[config.mk]
export PLATFORM = sky130hd
export DESIGN_NAME = locked_alu_pipe_flat
export DESIGN_NICKNAME = d
export VERILOG_FILES = /design/src/rtl/locked_alu_pipe_pkg.sv /design/src/rtl/locked_alu_pipe_if.sv /design/src/rtl/locked_alu_pipe_key_decode.sv /design/src/rtl/locked_alu_pipe.sv /design/src/flat_wrapper.sv
export SDC_FILE = /design/constraint.sdc
export NUM_CORES = 1
export LEC_CHECK = 0
export BUFFER_PORTS_ARGS = -buffer_cell sky130_fd_sc_hd__buf_4
export CAP_MARGIN = 20
export CORE_AREA = 2 2 121 123
export DETAILED_ROUTE_END_ITERATION = 8
export DIE_AREA = 0 0 123 125
export PLACE_DENSITY = 0.77
export REMOVE_ABC_BUFFERS = 1
export SLEW_MARGIN = 20
export SYNTH_ARGS = -nofsm -noshare
export SYNTH_HDL_FRONTEND = slang
export SYNTH_HIERARCHICAL = 1
export SYNTH_SLANG_ARGS = --single-unit
[constraint.sdc]
create_clock -name ap_clk -period 16.77 [get_ports ap_clk]
set_input_delay 2.5155 -clock ap_clk [delete_from_list [all_inputs] [get_ports ap_clk]]
set_output_delay 2.5155 -clock ap_clk [all_outputs]
set_load 0.1 [all_outputs]
[src/rtl/locked_alu_pipe_pkg.sv]
// Shared constants and types for the key-locked ALU pipeline: working-key
// field offsets and the stage-1 control payload.
package locked_alu_pkg;

  localparam int KEY_IDLE  = 0;
  localparam int KEY_SEL   = 1;
  localparam int KEY_MAC   = 2;
  localparam int KEY_CONST = 3;

  // The acc_clr flip bit sits just above the WIDTH-bit constant mask.
  function automatic int key_clr(input int width);
    return width + 3;
  endfunction

  typedef struct packed {
    logic esel;
    logic emac;
    logic eclr;
  } s1_ctrl_t;

endpackage

[src/rtl/locked_alu_pipe_if.sv]
// Operand/result handshake bundle between the operand source, the
// locked ALU pipeline and the result consumer.
interface locked_alu_pipe_if #(
  parameter int WIDTH = 8
);
  // A beat transfers on a rising clock edge where valid && ready are both high.
  // Once raised, valid and its payload are held until that edge; ready may be
  // raised or dropped at any time and never depends on the same side's valid.
  logic               in_valid;
  logic               in_ready;
  logic [WIDTH-1:0]   in1;
  logic [WIDTH-1:0]   in2;
  logic [WIDTH-1:0]   in3;
  logic               sel;
  logic               mac;
  logic               acc_clr;
  logic               out_valid;
  logic               out_ready;
  logic [WIDTH-1:0]   out1;
  logic [2*WIDTH-1:0] out2;

  modport master (
    output in_valid, in1, in2, in3, sel, mac, acc_clr, out_ready,
    input  in_ready, out_valid, out1, out2
  );

  modport slave (
    input  in_valid, in1, in2, in3, sel, mac, acc_clr, out_ready,
    output in_ready, out_valid, out1, out2
  );
endinterface

[src/rtl/locked_alu_pipe_key_decode.sv]
// Applies the working-key field of locking_key to the raw controls and the
// multiplier constant. Purely combinational.
module locked_alu_key_decode
  import locked_alu_pkg::*;
#(
  parameter int               WIDTH     = 8,
  parameter logic [WIDTH-1:0] MUL_CONST = WIDTH'(8'h67),
  parameter int               LOCK_W    = 255
) (
  input  logic [LOCK_W-1:0] locking_key,
  input  logic              sel,
  input  logic              mac,
  input  logic              acc_clr,
  output logic              esel,
  output logic              emac,
  output logic              eclr,
  output logic [WIDTH-1:0]  k_const,
  output logic              idle_pol
);
  localparam int KEY_CLR = key_clr(WIDTH);

  assign esel     = sel ^ locking_key[KEY_SEL];
  assign emac     = mac ^ locking_key[KEY_MAC];
  assign eclr     = acc_clr ^ locking_key[KEY_CLR];
  assign k_const  = MUL_CONST ^ locking_key[KEY_CONST +: WIDTH];
  assign idle_pol = locking_key[KEY_IDLE];

  // Bits above the working-key field carry no function.
  generate
    if (LOCK_W > WIDTH + 4) begin : g_spare
      logic unused_key_bits;
      assign unused_key_bits = ^locking_key[LOCK_W-1:WIDTH+4];
    end
  endgenerate
endmodule

[src/rtl/locked_alu_pipe.sv]
// Two-stage key-locked add/sub + constant-multiply / multiply-accumulate
// pipeline with valid/ready flow control on both sides.
module locked_alu_pipe
  import locked_alu_pkg::*;
#(
  parameter int               WIDTH     = 8,
  parameter logic [WIDTH-1:0] MUL_CONST = WIDTH'(8'h67),
  parameter int               LOCK_W    = 255
) (
  input  logic              ap_clk,
  input  logic              ap_rst_n,
  locked_alu_pipe_if.slave  bus,
  input  logic [LOCK_W-1:0] locking_key,
  output logic              ap_idle
);
  typedef struct packed {
    logic [WIDTH-1:0] a;
    logic [WIDTH-1:0] b;
    logic [WIDTH-1:0] c;
    s1_ctrl_t         ctrl;
  } s1_payload_t;

  logic               esel, emac, eclr, idle_pol;
  logic [WIDTH-1:0]   k_const;
  s1_payload_t        s1_d, s1_q;
  logic               s1_valid, s2_valid;
  logic               s1_load, s2_load;
  logic [WIDTH-1:0]   out1_q, sum;
  logic [2*WIDTH-1:0] out2_q, acc_q, prod, acc_base, acc_next;

  locked_alu_key_decode #(
    .WIDTH     (WIDTH),
    .MUL_CONST (MUL_CONST),
    .LOCK_W    (LOCK_W)
  ) u_key_decode (
    .locking_key (locking_key),
    .sel         (bus.sel),
    .mac         (bus.mac),
    .acc_clr     (bus.acc_clr),
    .esel        (esel),
    .emac        (emac),
    .eclr        (eclr),
    .k_const     (k_const),
    .idle_pol    (idle_pol)
  );

  assign s2_load      = s1_valid && (!s2_valid || bus.out_ready);
  assign bus.in_ready = !s1_valid || s2_load;
  assign s1_load      = bus.in_valid && bus.in_ready;

  always_comb begin
    s1_d.a         = bus.in1;
    s1_d.b         = bus.in2;
    s1_d.c         = bus.in3;
    s1_d.ctrl.esel = esel;
    s1_d.ctrl.emac = emac;
    s1_d.ctrl.eclr = eclr;
  end

  always_ff @(posedge ap_clk or negedge ap_rst_n) begin
    if (!ap_rst_n) begin
      s1_valid <= 1'b0;
      s1_q     <= '0;
    end else if (s1_load) begin
      s1_valid <= 1'b1;
      s1_q     <= s1_d;
    end else if (s2_load) begin
      s1_valid <= 1'b0;
    end
  end

  // Stage-2 arithmetic works from the registered stage-1 payload.
  always_comb begin
    sum      = s1_q.ctrl.esel ? (s1_q.a - s1_q.b) : (s1_q.a + s1_q.b);
    prod     = {{WIDTH{1'b0}}, s1_q.c} * {{WIDTH{1'b0}}, k_const};
    acc_base = s1_q.ctrl.eclr ? '0 : acc_q;
    acc_next = acc_base + prod;
  end

  always_ff @(posedge ap_clk or negedge ap_rst_n) begin
    if (!ap_rst_n) begin
      s2_valid <= 1'b0;
      out1_q   <= '0;
      out2_q   <= '0;
      acc_q    <= '0;
    end else if (s2_load) begin
      s2_valid <= 1'b1;
      out1_q   <= sum;
      out2_q   <= s1_q.ctrl.emac ? acc_next : prod;
      if (s1_q.ctrl.emac) begin
        acc_q <= acc_next;
      end else if (s1_q.ctrl.eclr) begin
        acc_q <= '0;
      end
    end else if (bus.out_ready) begin
      s2_valid <= 1'b0;
    end
  end

  assign bus.out_valid = s2_valid;
  assign bus.out1      = out1_q;
  assign bus.out2      = out2_q;
  assign ap_idle       = (!s1_valid && !s2_valid) ^ idle_pol;
endmodule

[src/flat_wrapper.sv]
// flat-port wrapper written by rule: the top's interface ports become plain ports
module locked_alu_pipe_flat import locked_alu_pkg::*;
#(
  parameter int               WIDTH     = 8,
  parameter logic [WIDTH-1:0] MUL_CONST = WIDTH'(8'h67),
  parameter int               LOCK_W    = 255
)
  (ap_clk, ap_rst_n, locking_key, ap_idle, bus_in_valid, bus_in1, bus_in2, bus_in3, bus_sel, bus_mac, bus_acc_clr, bus_out_ready, bus_in_ready, bus_out_valid, bus_out1, bus_out2);
  locked_alu_pipe_if #(.WIDTH(WIDTH)) bus_i ();
  input  logic ap_clk;
  input  logic ap_rst_n;
  input  logic [LOCK_W-1:0] locking_key;
  output logic ap_idle;
  input wire logic [$bits(bus_i.in_valid)-1:0] bus_in_valid;
  input wire logic [$bits(bus_i.in1)-1:0] bus_in1;
  input wire logic [$bits(bus_i.in2)-1:0] bus_in2;
  input wire logic [$bits(bus_i.in3)-1:0] bus_in3;
  input wire logic [$bits(bus_i.sel)-1:0] bus_sel;
  input wire logic [$bits(bus_i.mac)-1:0] bus_mac;
  input wire logic [$bits(bus_i.acc_clr)-1:0] bus_acc_clr;
  input wire logic [$bits(bus_i.out_ready)-1:0] bus_out_ready;
  output wire logic [$bits(bus_i.in_ready)-1:0] bus_in_ready;
  output wire logic [$bits(bus_i.out_valid)-1:0] bus_out_valid;
  output wire logic [$bits(bus_i.out1)-1:0] bus_out1;
  output wire logic [$bits(bus_i.out2)-1:0] bus_out2;
  assign bus_i.in_valid = bus_in_valid;
  assign bus_i.in1 = bus_in1;
  assign bus_i.in2 = bus_in2;
  assign bus_i.in3 = bus_in3;
  assign bus_i.sel = bus_sel;
  assign bus_i.mac = bus_mac;
  assign bus_i.acc_clr = bus_acc_clr;
  assign bus_i.out_ready = bus_out_ready;
  assign bus_in_ready = bus_i.in_ready;
  assign bus_out_valid = bus_i.out_valid;
  assign bus_out1 = bus_i.out1;
  assign bus_out2 = bus_i.out2;
  locked_alu_pipe #(.WIDTH(WIDTH), .MUL_CONST(MUL_CONST), .LOCK_W(LOCK_W)) u_core (.ap_clk(ap_clk), .ap_rst_n(ap_rst_n), .bus(bus_i), .locking_key(locking_key), .ap_idle(ap_idle));
endmodule
# --- Yosys cells after proc, flatten, opt, wreduce, memory -nomap -nowiden ---
# Cells that the tools add are included.
totals:
  register_bits: 69
  in_bits: 286
  elab_cells: 37
classes:
  n_addsub: 3
  n_mul: 1
  n_mux: 8
  n_bitwise: 5
  reduce_logical: 9
ops:
  columns: ["op", "n"]
  rows:
  - ["$mux 16", 3]
  - ["$add 16x16->16", 1]
  - ["$mul 8x8->16", 1]
  - ["$add 8x8->8", 1]
  - ["$mux 8", 1]
  - ["$sub 8x8->8", 1]
  - ["$not 5->5", 1]
  - ["$mux 1", 4]
  - ["$reduce_bool 2->1", 2]
  - ["$xor 1x1->1", 4]
  - ["$logic_and 1x1->1", 3]
  - ["$logic_not 1->1", 2]
  - ["$logic_or 1x1->1", 2]

# --- Longest topological paths before layout ---
depth:
  depth_word: 6
  depth_mapped: 25
  mapped_depth_nobuf: 25

# --- Modules after synthesis ---
# The synthesis kept the hierarchy.
modules_own_cells:
  columns: ["mod", "n_inst", "cells_each", "area_each_um2", "seq_area_each_um2"]
  rows:
  - ["locked_alu_pipe", 1, 616, 6013.3, 1726.7]
  - ["locked_alu_key_decode", 1, 12, 75.1, 0.0]

# --- Least setup slack after synthesis ---
# No wires, ideal clock.
synth_timing:
  path_type: "input to register"
  start: "input locking_key[10]"
  end: "register u_core.out2_q[15] (netlist: u_core/bus.out2[15])"
  setup_ns: 0.126
  t_arrival_ns: 7.727
  t_required_ns: 16.644
  setup_slack_ns: 8.917
  stages: 24
  n_path_buf: 1
  path_cell_list: "buf_4 -> nand2_1 -> fa_1 -> fa_1 -> inv_1 -> fa_1 -> inv_1 -> fa_1 -> inv_1 -> ha_1 -> and4_1 -> a21oi_2 -> o21ai_2 -> a21o_1 -> a21o_1 -> a21oi_1 -> xnor2_1 -> ha_1 -> a21o_1 -> or3_1 -> o21ai_2 -> mux2i_1 -> nor2_1 -> a221o_1"
synth_between:
  elab_chain_cells: 3
synth_rtl:
  columns: ["element", "line", "source"]
  rows:
  - ["from (decl)", "flat_wrapper.sv:12", "input logic [LOCK_W-1:0] locking_key;"]
  - ["$mul 8x8->16 (*)", "locked_alu_pipe.sv:75", "prod = {{WIDTH{1'b0}}, s1_q.c} * {{WIDTH{1'b0}}, k_const};"]
  - ["$add 16x16->16", "locked_alu_pipe.sv:77", "acc_next = acc_base + prod;"]
  - ["$mux 16 (*)", "locked_alu_pipe.sv:89", "out2_q <= s1_q.ctrl.emac ? acc_next : prod;"]
  - ["to (signal assigned)", "locked_alu_pipe.sv:89", null]
  - ["to (decl)", "locked_alu_pipe.sv:29", "logic [2*WIDTH-1:0] out2_q, acc_q, prod, acc_base, acc_next;"]
# Mark *: on every way between the ends. The rest lies on a longest branch, timed or not.
# A chain may end at the register's enable or synchronous reset.

# --- Final worst setup path ---
layout_timing:
  start: "input locking_key[9]"
  end: "register u_core.out2_q[15] (netlist: u_core/bus.out2[15])"
layout_between:
  elab_chain_cells: 4
layout_rtl:
  columns: ["element", "line", "source"]
  rows:
  - ["$not 5->5 (no line) (*)", null, null]
  - ["net u_core.k_const[6]", "locked_alu_pipe.sv:24", "logic [WIDTH-1:0] k_const;"]
  - ["$mul 8x8->16 (*)", "locked_alu_pipe.sv:75", null]
  - ["$add 16x16->16", "locked_alu_pipe.sv:77", null]
  - ["$mux 16 (*)", "locked_alu_pipe.sv:89", null]
# The timed path passes the listed nets; every way through them passes the cells marked *.

==> results.json <==
{
  "status": "finished clean",
  "crit_path_end_kind": "register",
  "ys_ff_latch": 69,
  "ctsLongestPathBuffers": 2,
  "cts_resized": 0,
  "finClkSkew_ns": 0.00899,
  "cts_buffers": 9,
  "required_ns": 16.98,
  "arrival_ns": 8.34,
  "synth_area_leader_cell": "dfrtp_1",
  "die_h_um": 125,
  "power_density_mw_per_mm2": 243,
  "antenna_found_initial": 0,
  "holdBufCountCts": 0,
  "r2r_start": "u_core/s1_q[4]",
  "cap_violations": 0,
  "drive_gt1_frac": 0.183,
  "drtIter0Drc": 224,
  "die_w_um": 123,
  "ir_drop_mv": 0.122,
  "setup_viol": 0,
  "min_path_type": "register to register",
  "insertion_delay_ns": 0.33,
  "startpoint_type": "primary input",
  "synthesis.area_mm2": 0.00609,
  "syn_inst": 628,
  "crit_path_max_fanout": 8,
  "synth_cell_type_count": 52,
  "synth_common_cells": "dfrtp_1 (69), inv_1 (67), ha_1 (60)",
  "synth_edf_count": 0,
  "synthTopCellsByArea": "dfrtp_1 (28%), fa_1 (12%), ha_1 (12%)",
  "n_antenna_cell": 0,
  "period_share": 0.485,
  "critPathKind": "primary input to register",
  "finalSetupTns_ns": 0,
  "grt_usage": 0.177,
  "finalNetCount": 1079,
  "yosysTopAreaCellShare": 0.284,
  "min_to": "u_core/acc_q[14]",
  "min_from": "u_core/acc_q[14]",
  "use_met2": 0.290,
  "rsz0062_at_grt": "false",
  "min_period_ns": 8.14,
  "via_per_inst": 5.17,
  "ys_seq_area_frac": 0.284,
  "grt_pass1_wl_mm": 21.9,
  "port_buffers": 69,
  "timing.slew.headroom": 0.413,
  "clock-root-buffer": "clkbuf_16",
  "clock-sinks": 69,
  "worst_pin_slew_ns": 0.880,
  "rr_worst_depth": 23,
  "avgRoutedWirePerCell_um": 14.3,
  "post-route-util": 0.498,
  "yosys_warnings": 6,
  "rrSetupSlack_ns": 10.64,
  "grt_pass1_vias": 4550,
  "ios": 313,
  "synth_most_common_cell": "dfrtp_1",
  "hpwlAfterDp_mm": 9.65,
  "grt.met3_usage": 0.0269,
  "gp_congestion": 0.823,
  "core_area_mm2": 0.0142,
  "drc": 0,
  "p_leak_nw": 3.58,
  "cts_setup_buffers": 0,
  "synth_ff_type": "dfrtp_1",
  "firstDrtPassIters": 4,
  "start_util": 0.429,
  "worstHoldPathCells": 1,
  "top_usage_layer": "met2",
  "rows": 44,
  "grtUsageMet1": 0.247,
  "drv_slew": 0,
  "h-tree-depth": 3,
  "vias": 4567,
  "syn_to_final_growth_pct": 16.3,
  "fmaxAchievable_mhz": 123,
  "avgSynthCellArea_um2": 9.69,
  "timing.rr.end": "u_core/bus.out2[15]",
  "routed_wl_mm": 12.6,
  "cts_tree": "built",
  "die_area_mm2": 0.0154,
  "path_clk_slew_ns": 0.05,
  "grt_max_degree": 70,
  "drtAntennaViolNets": 0,
  "final-hold-violation-count": 0,
  "overflow": 0,
  "async_flop_share": 1.00
}
final cells by class:
cell class                      count  area [um^2]
Clock inverter                      6         65.1
Fill cell                        1335         7130
Inverter                           68          255
Tap cell                          184          230
Sequential cell                    69         1730
Timing Repair Buffer               72          544
Clock buffer                        9          225
Multi-Input combinational cell    475         4030
metrics by stage:
stage | hold WS (ns) | cells | worst slack [ns] | area, um^2 | power, mW
after floorplan | 0.438 | 612 | 8.93 | 6010 | 1.27
after global placement | 0.451 | 867 | 8.39 | 6780 | 1.50
after detailed placement | 0.457 | 868 | 8.42 | 6790 | 1.52
after CTS | 0.469 | 883 | 8.68 | 7080 | 1.72
after global routing | 0.472 | 883 | 8.24 | 7080 | 1.88
final | 0.467 | 883 | 8.63 | 7080 | 1.72
placed cells by master, fill, tap and decap left out, drive strengths merged, types with 9 or more instances in the layout:
master and n:
nor3 9, nor2b 16, xor2 13, ha 60
and2 58, nand2 51, o21ai 31, a21o 21
fa 38, xnor2 26, nor2 22, a21oi 31
dfrtp 69, clkbuf 9, inv 68, mux2 27
buf 72
kinds of logic (layout without fill, tap and decap cells):
| logic type | count (synthesis) | count (layout) | share of synthesized area |
|---|---|---|---|
| AND/OR/NAND/NOR | 179 | 179 | 0.153 |
| adder cells (fa/ha/maj) | 98 | 98 | 0.248 |
| flip-flops | 69 | 69 | 0.284 |
| buffers and inverters | 84 | 155 | 0.0543 |
| AO/OA/AOI/OAI | 125 | 125 | 0.143 |
| XOR/XNOR | 39 | 39 | 0.0561 |
| multiplexers | 34 | 34 | 0.0614 |
how the worst max path moves through the flow:
stage | from | endpoint | slack, ns | cells after the start
after floorplan | locking_key[9] | u_core/bus.out2[15] | 8.93 | 24
after global routing | locking_key[9] | u_core/bus.out2[15] | 8.24 | 25
final | locking_key[9] | u_core/bus.out2[15] | 8.63 | 25
after CTS | locking_key[9] | u_core/bus.out2[15] | 8.68 | 25
after global placement | locking_key[9] | u_core/bus.out2[15] | 8.39 | 25
after detailed placement | locking_key[9] | u_core/bus.out2[15] | 8.42 | 25
per-layer routing:
metal	share of wire	wire (um)
met5	0	0
met4	0.0089	112
met3	0.031	387
met2	0.49	6130
met1	0.47	6000
critical path, cell delays in order:
cell	delay, ns
buf_4	0.12
inv_1	0.20
nand2_1	0.12
fa_1	0.52
fa_1	0.56
inv_1	0.06
fa_1	0.54
inv_1	0.06
fa_1	0.53
inv_1	0.04
ha_1	0.37
a21o_1	0.23
a21oi_2	0.17
o21ai_2	0.10
a21o_1	0.22
a21o_1	0.18
a21oi_1	0.17
xnor2_1	0.11
ha_1	0.23
a21o_1	0.19
or3_1	0.33
o21ai_2	0.20
mux2i_1	0.25
nor2_1	0.07
a221o_1	0.26
power by group:
part / internal [mW] / leakage, nW / total [mW] / switching (mW)
sequential: 0.222 / 0.841 / 0.264 / 0.0428
combinational: 0.479 / 2.60 / 1.27 / 0.788
clock: 0.114 / 0.141 / 0.186 / 0.0718
total: 0.814 / 3.58 / 1.72 / 0.902
registers in the layout, summed over array words and instances (netlist names):
signal and cells:
u_core/s1_valid 1, u_core/s1_q 27, u_core/bus.out1 8, u_core/bus.out2 16, u_core/acc_q 16, u_core/bus.out_valid 1
Note: power is estimated with default switching activity, not from simulation.
